--- config.mk ---
export PLATFORM = sky130hd
export DESIGN_NAME = iom_bus_master
export DESIGN_NICKNAME = d
export VERILOG_FILES = /design/src/rtl/iom_bus_master.sv
export SDC_FILE = /design/constraint.sdc
export NUM_CORES = 1
export LEC_CHECK = 0
export BUFFER_PORTS_ARGS = -buffer_cell sky130_fd_sc_hd__buf_2
export CAP_MARGIN = 20
export CELL_PAD_IN_SITES_DETAIL_PLACEMENT = 1
export CELL_PAD_IN_SITES_GLOBAL_PLACEMENT = 2
export CORE_MARGIN = 1
export CORE_UTILIZATION = 30
export CTS_BUF_LIST = sky130_fd_sc_hd__clkbuf_2
export CTS_CLUSTER_DIAMETER = 50
export DETAILED_ROUTE_END_ITERATION = 16
export MAX_ROUTING_LAYER = met4
export PLACE_DENSITY_LB_ADDON = 0.1
export SKIP_CTS_REPAIR_TIMING = 1
export SYNTH_ARGS = -nofsm -noshare
export SYNTH_HDL_FRONTEND = slang
export SYNTH_SLANG_ARGS = --single-unit
--- constraint.sdc ---
create_clock -name clk -period 5.8 [get_ports clk]
set_clock_uncertainty 0.1 [all_clocks]
set_input_delay 1.16 -clock clk [delete_from_list [all_inputs] [get_ports clk]]
set_output_delay 1.16 -clock clk [all_outputs]
set_load 0.02 [all_outputs]
--- src/rtl/iom_bus_master.sv ---
// iom_bus_master: single-outstanding initiator for the MCS IO bus.
// A valid/ready command becomes one strobed IO bus transaction. The master
// then waits for io_ready, or gives up after TIMEOUT_CYCLES, and returns a
// response on a valid/ready channel.
//
// Handshake rule for both channels: a transfer happens on the rising edge
// where valid and ready are both high. Valid is held, with its payload stable,
// until that edge. The command side is only ready in IDLE, so at most one
// transaction is ever outstanding.
module iom_bus_master #(
  parameter int TIMEOUT_CYCLES = 255,
  parameter int TO_BITS        = 8
) (
  input  logic        clk,
  input  logic        rst_n,
  input  logic        cmd_valid,
  output logic        cmd_ready,
  input  logic        cmd_write,
  input  logic [11:0] cmd_addr,
  input  logic [31:0] cmd_wdata,
  input  logic [3:0]  cmd_be,
  output logic        rsp_valid,
  input  logic        rsp_ready,
  output logic [31:0] rsp_rdata,
  output logic        rsp_timeout,
  output logic        io_addr_strobe,
  output logic        io_read_strobe,
  output logic        io_write_strobe,
  output logic [11:0] io_address,
  output logic [3:0]  io_byte_enable,
  output logic [31:0] io_write_data,
  input  logic [31:0] io_read_data,
  input  logic        io_ready
);

  typedef enum logic [1:0] {
    IDLE   = 2'd0,
    STROBE = 2'd1,
    WAIT   = 2'd2,
    RESP   = 2'd3
  } state_t;

  // The counter is 0 in the first WAIT cycle. The timeout fires in the WAIT
  // cycle whose incremented count reaches TIMEOUT_CYCLES-1, so that the
  // response appears TIMEOUT_CYCLES cycles after the strobe.
  localparam logic [TO_BITS:0] TO_LIMIT =
    (TO_BITS+1)'((TIMEOUT_CYCLES == 0) ? 0 : TIMEOUT_CYCLES - 1);
  localparam bit TO_ENABLED = (TIMEOUT_CYCLES != 0);

  state_t             state;
  state_t             state_next;
  logic [TO_BITS-1:0] cnt;
  logic [TO_BITS:0]   cnt_inc;
  logic               timeout_hit;
  logic               is_write;
  logic               accept;

  assign accept = (state == IDLE) && cmd_valid;

  // Timeout detection from the incremented wait counter.
  always_comb begin
    cnt_inc     = {1'b0, cnt} + (TO_BITS+1)'(1);
    timeout_hit = TO_ENABLED && (cnt_inc >= TO_LIMIT);
  end

  // State register.
  always_ff @(posedge clk or negedge rst_n) begin
    if (!rst_n) state <= IDLE;
    else        state <= state_next;
  end

  // Next-state logic and the handshake outputs decoded from the state.
  always_comb begin
    state_next = state;
    cmd_ready  = 1'b0;
    rsp_valid  = 1'b0;
    case (state)
      IDLE: begin
        cmd_ready = 1'b1;
        if (cmd_valid) state_next = STROBE;
      end
      STROBE: state_next = WAIT;
      WAIT: begin
        // io_ready takes priority over a timeout in the same cycle.
        if (io_ready || timeout_hit) state_next = RESP;
      end
      RESP: begin
        rsp_valid = 1'b1;
        if (rsp_ready) state_next = IDLE;
      end
      default: state_next = IDLE;
    endcase
  end

  // Bus fields, registered strobes, the wait counter and the response payload.
  always_ff @(posedge clk or negedge rst_n) begin
    if (!rst_n) begin
      io_addr_strobe  <= 1'b0;
      io_read_strobe  <= 1'b0;
      io_write_strobe <= 1'b0;
      io_address      <= '0;
      io_byte_enable  <= '0;
      io_write_data   <= '0;
      is_write        <= 1'b0;
      cnt             <= '0;
      rsp_rdata       <= '0;
      rsp_timeout     <= 1'b0;
    end else begin
      // The strobes are set on the accept edge, so they are high only in STROBE.
      io_addr_strobe  <= accept;
      io_read_strobe  <= accept && !cmd_write;
      io_write_strobe <= accept && cmd_write;
      case (state)
        IDLE: begin
          if (cmd_valid) begin
            io_address     <= cmd_addr;
            io_byte_enable <= cmd_be;
            io_write_data  <= cmd_write ? cmd_wdata : '0;
            is_write       <= cmd_write;
          end
        end
        STROBE: cnt <= '0;
        WAIT: begin
          if (io_ready) begin
            rsp_rdata   <= is_write ? '0 : io_read_data;
            rsp_timeout <= 1'b0;
          end else if (timeout_hit) begin
            rsp_rdata   <= '0;
            rsp_timeout <= 1'b1;
          end else begin
            cnt <= cnt + TO_BITS'(1);
          end
        end
        RESP: begin
          if (rsp_ready) begin
            io_address     <= '0;
            io_byte_enable <= '0;
            io_write_data  <= '0;
            rsp_rdata      <= '0;
            rsp_timeout    <= 1'b0;
          end
        end
        default: ;
      endcase
    end
  end

endmodule

---- Word-level counts from Yosys, hierarchy flattened ----
Index checks and enable logic that the tools add are counted.
Widths: inputs -> output; s select.
storage, ports and cells
  flip-flop bits (word level) ............. 95
  logic and storage cells ................. 64
  bits of input ports ..................... 86
cells by class
  reductions and logical operators ........ 14
  mux-type cells .......................... 27
  add/subtract/negate cells ............... 2
  eq/ne operators ......................... 9
  order comparisons ....................... 1
operators with widths
  kind                 count
  $mux 32              6
  $pmux 32 s2          2
  $mux 12              2
  $pmux 12 s2          1
  $mux 8               2
  $pmux 8 s2           1
  $reduce_and 3->1     4
  $ne 2x2->1 const B   5
  $add 8x1->9 const B  1
  $ge 9x8->1 const B   1
  $add 8x1->8 const B  1
  $mux 4               2
  $pmux 2 s4           1
  $pmux 4 s2           1
  $mux 2               3
  $reduce_bool 2->1    3
  $mux 1               5
  $eq 2x2->1 const B   2
  $logic_and 1x1->1    3
  $ne 3x3->1 const B   1
  $eq 2x1->1 const B   1
  $logic_not 2->1      1
  $pmux 1 s2           1
  $reduce_and 2->1     1
  2 further kinds      2

---- Depth between registers and ports, before layout ----
Gate-level depths: netlist of run 1.
  word-level depth ........................ 5
  gate-level depth with buffers ........... 9
  depth with buffers taken out ............ 7

---- Worst setup path after synthesis of run 1 ----
OpenSTA, ideal clock, no wires.
  kind .................................... input -> register
  start ................................... input io_ready
  end ..................................... register state[1]
  library setup time ...................... 0.135 ns
  cell stages on the path ................. 4
  path buffers ............................ 1
  required time ........................... 5.565 ns
  arrival ................................. 2.186 ns
  setup slack ............................. 3.378 ns
  cell sequence ........................... a311oi_1 -> clkbuf_1 -> o21a_1 -> o211ai_1
on the way
  cells in the longest elaborated chain, start to end .. 3
RTL lines
  item                               RTL line  RTL
  start, declared                    33        input logic io_ready
  $logic_or 1x1->1                   85        if (io_ready || timeout_hit) state_next = RESP;
  $ne 2x2->1 (no source line)        -
  $reduce_and 3->1 (no source line)  -
  end signal, assigned               69        else state <= state_next;
  end, declared                      50        state_t state;
No other way between the ends.
A chain may end at the register's enable or synchronous reset.

---- Final worst setup path of run 1 ----
  start ................................... register state[1]
  end ..................................... output rsp_valid
on the way
  cells in the longest elaborated chain, start to end .. 2
RTL lines
  item           RTL line  RTL
  $eq 2x2->1     77        case (state)
  $mux 1         77
  end, declared  22        output logic rsp_valid,
No other way between the ends.

==> flow_metrics.env, run 1 <==
export IMPL_outcome="complete, no violations"
export IMPL_hold_class="in2async"
export IMPL_placed_cells=773
export IMPL_grt_pass1_vias=3725
export IMPL_setup_ws_ns=2.46
export IMPL_clkTransAtPathRegs_ns=0.27
export IMPL_yosysMostFrequentCell="dfrtp_1"
export IMPL_seq_area_um2=2380
export IMPL_rsz0062_at_grt="no"
export IMPL_drc=0
export IMPL_routedWlPerCell_um=14.7
export IMPL_synth_top_area_frac=0.564
export IMPL_n_fill_cell=1650
export IMPL_ant_nets=0
export IMPL_synth_net_count=539
export IMPL_numCtsBuffers=9
export IMPL_grt_overflow=0
export IMPL_place_hpwl_um=8270
export IMPL_synth_top_cells_by_area="dfrtp_1 (56%), nand2_1 (8.2%), o21ai_0 (6.5%)"
export IMPL_totalWireLength_um=11600
export IMPL_syn_to_final_growth_pct=27.0
export IMPL_synthArstFlopShare=1.00
export IMPL_grt_pass1_wl_um=18900
export IMPL_met3WireLength_um=636
export IMPL_track_usage=0.173
export IMPL_worst_pin_slew_ns=1.01
export IMPL_final_nets=700
export IMPL_finalHoldViolations=0
export IMPL_cp_max_fo=22
export IMPL_design_area_um2=5350
export IMPL_synth_edf_count=0
export IMPL_setup_violations=0
export IMPL_max_freq_mhz=299
export IMPL_numPortBuffers=171
export IMPL_crit_type="reg2out"
export IMPL_root_buffer="clkbuf_2"
export IMPL_power_leakage_nw=2.72
export IMPL_dp_slack_ns=2.78
export IMPL_antenna_found_initial=1
export IMPL_start_util=0.313
export IMPL_synthTopCellsByCount="dfrtp_1 (95), nand2_1 (92), o21ai_0 (55)"
export IMPL_post_route_util=0.398
export IMPL_synth_seq_cells=95
export IMPL_p_total_mw=2.57
export IMPL_cp_required_ns=4.54
export IMPL_syn_inst=447
export IMPL_end_kind="output pin"
export IMPL_met2_length_um=5600
export IMPL_grt_max_degree=97
export IMPL_die_area_um2=14500
export IMPL_arrival_ns=2.08
export IMPL_wl_met1_um=5230
export IMPL_synth_ff_type="dfrtp_1"
export IMPL_chipWidth_um=121
export IMPL_top_layer="met4"
export IMPL_coreArea_um2=13500
export IMPL_vias=3659
export IMPL_post_dp_cell_area_um2=5230
export IMPL_mappedNetlistArea_um2=4210
export IMPL_dr_pass1_iters=4
export IMPL_multiInputGateArea_um2=1560
export IMPL_yosysSeqAreaShare=0.564
export IMPL_period_share=0.576
export IMPL_cts_tree="built"
export IMPL_viasPerCell=4.63
export IMPL_drive_gt1_frac=0.323
export IMPL_drt_iter0_markers=155
export IMPL_htreeDepth=3
export IMPL_setup_tns_final_ns=0
export IMPL_fin_cells=790
export IMPL_synth_largest_area_cell="dfrtp_1"
export IMPL_cts_num_sinks=95
export IMPL_clockBufferDepth=2
export IMPL_vdd_drop_max_mv=0.178
export IMPL_die_h_um=121
export IMPL_max_cap_violations=0
export IMPL_start_kind="flip-flop"
export IMPL_max_slew_margin=0.322
export IMPL_slew_viol_final=0
export IMPL_synth_distinct_cells=35
export IMPL_fin_crit_ns=3.34
export IMPL_io_pins=172
export IMPL_clock_latency_ns=0.59
export IMPL_place_gp_congestion=0.754
export IMPL_placementRows=42
export IMPL_whs_ns=0.364
export IMPL_syn_area_per_cell_um2=9.43
export IMPL_powerDensity_nw_per_um2=480
export IMPL_yosysWarnings=0
[layout by cell type, fill, tap and decap left out, types with 3 or more instances in the layout]
master / netlist / routed
buf_2: 0 / 170
dfrtp_1: 95 / 95
nand2_1: 92 / 92
o21ai_0: 55 / 55
inv_1: 45 / 45
a22oi_1: 33 / 33
o21ai_1: 30 / 29
nand2b_1: 21 / 21
clkbuf_2: 0 / 10
buf_4: 1 / 7
o211ai_1: 6 / 6
ha_1: 6 / 6
nand3_1: 4 / 4
nor2_1: 3 / 3
and3_1: 3 / 3
o221ai_1: 3 / 3
[sequential cells by signal, indices dropped and copies added (netlist names)]
signal / cells
io_write_data: 32
io_write_strobe: 1
is_write: 1
io_read_strobe: 1
io_byte_enable: 4
state: 2
rsp_rdata: 32
io_addr_strobe: 1
rsp_timeout: 1
io_address: 12
cnt: 8
[where the power goes]
group | internal (mW) | total, mW | leakage, nW | switching [mW]
sequential | 0.875 | 1.00 | 1.25 | 0.125
combinational | 0.399 | 1.23 | 1.40 | 0.831
clock | 0.105 | 0.342 | 0.0729 | 0.237
[cells by family (layout without fill, tap and decap cells)]
| kind of cell | count (synthesis) | in the layout | share of synthesized area |
|---|---|---|---|
| fa+ha+maj | 6 | 6 | 0.0178 |
| buf+inv | 72 | 238 | 0.0704 |
| other cells | 0 | 1 | 0 |
| compound gates | 140 | 140 | 0.204 |
| mux | 2 | 2 | 0.00475 |
| simple gates | 130 | 130 | 0.135 |
| xor+xnor | 2 | 2 | 0.00416 |
| flops | 95 | 95 | 0.564 |
[metal layers]
layer	GRT usage	vias to the layer above
met1	0.219	1729
met4	0.0602	0
met3	0.0462	12
met2	0.268	97
li1	-	1821
met5	-	-
[path summary, 6_finish.rpt]
check / start / end / slack, ns / depth (start not counted)
worst max-delay path: state[1] / rsp_valid / 2.46 / 2
worst min-delay path: rst_n / rsp_rdata[9] / 0.36 / 1
worst max register to register: cnt[0] / cnt[5] / 2.80 / 6
worst min register to register: io_write_data[31] / io_write_data[31] / 0.41 / 2
max in group asynchronous: rst_n / io_write_data[1] / 4.07 / 2
min in group clk: io_write_data[31] / io_write_data[31] / 0.41 / 2
[critical path, stage by stage (launching register included)]
cell and delay [ns]:
dfrtp_1 0.48, ha_1 0.70, buf_2 0.33
[final cells by class]
| class | count | share of cell area |
|---|---|---|
| inverters | 45 | 0.0315 |
| well taps | 176 | 0.0411 |
| diodes | 1 | 0.000467 |
| flip-flops and latches | 95 | 0.444 |
| repair buffers | 177 | 0.169 |
| clock buffers | 10 | 0.00935 |
| multi-input cells | 280 | 0.292 |
| clock inverters | 6 | 0.0129 |
Note: power is estimated with default switching activity, not from simulation.
==> run 2, diff against run 1 <==
--- a/config.mk
+++ b/config.mk
@@ -10,7 +10,7 @@
 export CELL_PAD_IN_SITES_DETAIL_PLACEMENT = 1
 export CELL_PAD_IN_SITES_GLOBAL_PLACEMENT = 2
 export CORE_MARGIN = 1
-export CORE_UTILIZATION = 30
+export CORE_UTILIZATION = 26
 export CTS_BUF_LIST = sky130_fd_sc_hd__clkbuf_2
 export CTS_CLUSTER_DIAMETER = 50
 export DETAILED_ROUTE_END_ITERATION = 16
==> constraint.sdc (replaced) <==
create_clock -name clk -period 2.75 [get_ports clk]
set_clock_uncertainty 0.1 [all_clocks]
set_input_delay 0.55 -clock clk [delete_from_list [all_inputs] [get_ports clk]]
set_output_delay 0.55 -clock clk [all_outputs]
set_load 0.02 [all_outputs]
==> run 2 against run 1 <==
Sequential power up 110%. Sequential share of layout area down 2.2 points. Register-to-register slack got worse by 2.6 ns. Sequential cell count is the same. Critical path type is now reg2reg.
==> flow_metrics.env, run 2 (synthesis results as in run 1) <==
export IMPL_worst_path_buf_inv=1
export IMPL_drt_iter0_markers=179
export IMPL_period_share=0.940
export IMPL_crit_path_start="cnt[0]"
export IMPL_clock_latency_ns=0.59
export IMPL_grt_pass1_vias=3761
export IMPL_setup_violations=0
export IMPL_totalWireLength_um=12500
export IMPL_routedWlPerCell_um=14.8
export IMPL_grt_overflow=0
export IMPL_vdd_drop_max_mv=0.557
export IMPL_grt_max_degree=97
export IMPL_n_fill_cell=1868
export IMPL_wl_met1_um=5960
export IMPL_track_usage=0.156
export IMPL_met3WireLength_um=482
export IMPL_power_leakage_nw=2.83
export IMPL_reg_largest_list="io_write_data (32), rsp_rdata (32), io_address (12)"
export IMPL_r2r_start="cnt[0]"
export IMPL_hold_start="cmd_wdata[17]"
export IMPL_die_area_um2=16700
export IMPL_root_buffer="clkbuf_2"
export IMPL_final_cell_mix="buf_2 (170), dfrtp_1 (95), nand2_1 (92)"
export IMPL_finalHoldViolations=0
export IMPL_rsz0062_at_grt="no"
export IMPL_multiInputGateArea_um2=1560
export IMPL_powerDensity_nw_per_um2=1020
export IMPL_die_h_um=129
export IMPL_numPortBuffers=171
export IMPL_end_kind="flip-flop"
export IMPL_final_common_cell="buf_2"
export IMPL_dr_pass1_iters=4
export IMPL_start_kind="flip-flop"
export IMPL_clkTransAtPathRegs_ns=0.27
export IMPL_placementRows=46
export IMPL_crit_type="reg2reg"
export IMPL_drc=0
export IMPL_place_gp_congestion=0.770
export IMPL_setup_tns_final_ns=0
export IMPL_place_hpwl_um=8910
export IMPL_antenna_found_initial=1
export IMPL_outcome="complete, no violations"
export IMPL_placed_cells=819
export IMPL_max_cap_violations=0
export IMPL_chipWidth_um=129
export IMPL_arrival_ns=2.98
export IMPL_numCtsBuffers=9
export IMPL_crit_chain="ha_1 -> nand3_1 -> or3_1 -> a211o_1 -> o21ai_4 -> buf_6 -> o21ai_0"
export IMPL_io_pins=172
export IMPL_max_freq_mhz=387
export IMPL_slew_viol_final=0
export IMPL_cts_num_sinks=95
export IMPL_cp_max_fo=21
export IMPL_crit_slowest_cell="dfrtp_1"
export IMPL_ant_nets=0
export IMPL_hold_class="in2reg"
export IMPL_met2_length_um=5880
export IMPL_cp_required_ns=3.14
export IMPL_htreeDepth=3
export IMPL_cpPeakStageDelay_ns=0.51
export IMPL_top_layer="met4"
export IMPL_worst_pin_slew_ns=0.946
export IMPL_max_slew_margin=0.365
export IMPL_vias=3789
export IMPL_fin_crit_ns=2.58
export IMPL_whs_ns=0.0525
export IMPL_p_total_mw=5.74
export IMPL_seq_area_um2=2380
export IMPL_cts_tree="built"
export IMPL_drive_gt1_frac=0.321
export IMPL_clockBufferDepth=2
export IMPL_post_route_util=0.356
export IMPL_viasPerCell=4.47
export IMPL_coreArea_um2=15800
export IMPL_start_util=0.266
export IMPL_final_nets=717
export IMPL_syn_to_final_growth_pct=33.8
export IMPL_critPathTopFamily="compound AO/OA/AOI/OAI gates"
export IMPL_grt_pass1_wl_um=19500
export IMPL_fin_cells=847
[run 2: worst paths after layout]
path / cells after the start / slack (ns) / endpoint
worst min register to register: 2 / 0.40 / io_address[6]
min in group asynchronous: 2 / 0.31 / io_byte_enable[1]
worst min-delay path: 3 / 0.05 / io_write_data[17]
worst max-delay path: 7 / 0.17 / rsp_rdata[27]
max in group asynchronous: 3 / 1.58 / rsp_rdata[16]
worst max register to register: 7 / 0.17 / rsp_rdata[27]
[run 2: per-layer routing]
layer / global-route usage / vias to the layer above
met5: - / -
met4: 0.0623 / 0
met3: 0.0260 / 13
met2: 0.246 / 81
met1: 0.200 / 1839
li1: - / 1856
[run 2: final cells by class]
class                   count  share of cell area
clock inverters             7              0.0240
inverters                  45              0.0300
well taps                 216              0.0479
clock buffers               9             0.00799
repair buffers            194               0.191
diodes                      1            0.000444
multi-input cells         280               0.277
flip-flops and latches     95               0.422
[run 2: worst reg2reg max path, cell delays in order (launching register included)]
cell and delay [ns]:
dfrtp_1 0.51, ha_1 0.26, nand3_1 0.13, or3_1 0.38, a211o_1 0.44, o21ai_4 0.32
buf_6 0.25, o21ai_0 0.11
[run 2: per-stage QoR]
stage / area [µm²] / setup slack (ns)
after CTS: 5520 / 0.0979
after floorplan: 4210 / 0.497
after global placement: 5340 / 0.220
after detailed placement: 5340 / 0.135
final: 5640 / 0.165
after global routing: 5640 / 0.00976
[run 2: power breakdown]
| part | switching [mW] | internal, mW | total [mW] |
|---|---|---|---|
| sequential | 0.271 | 1.85 | 2.12 |
| combinational | 1.78 | 0.876 | 2.66 |
| clock | 0.490 | 0.475 | 0.965 |
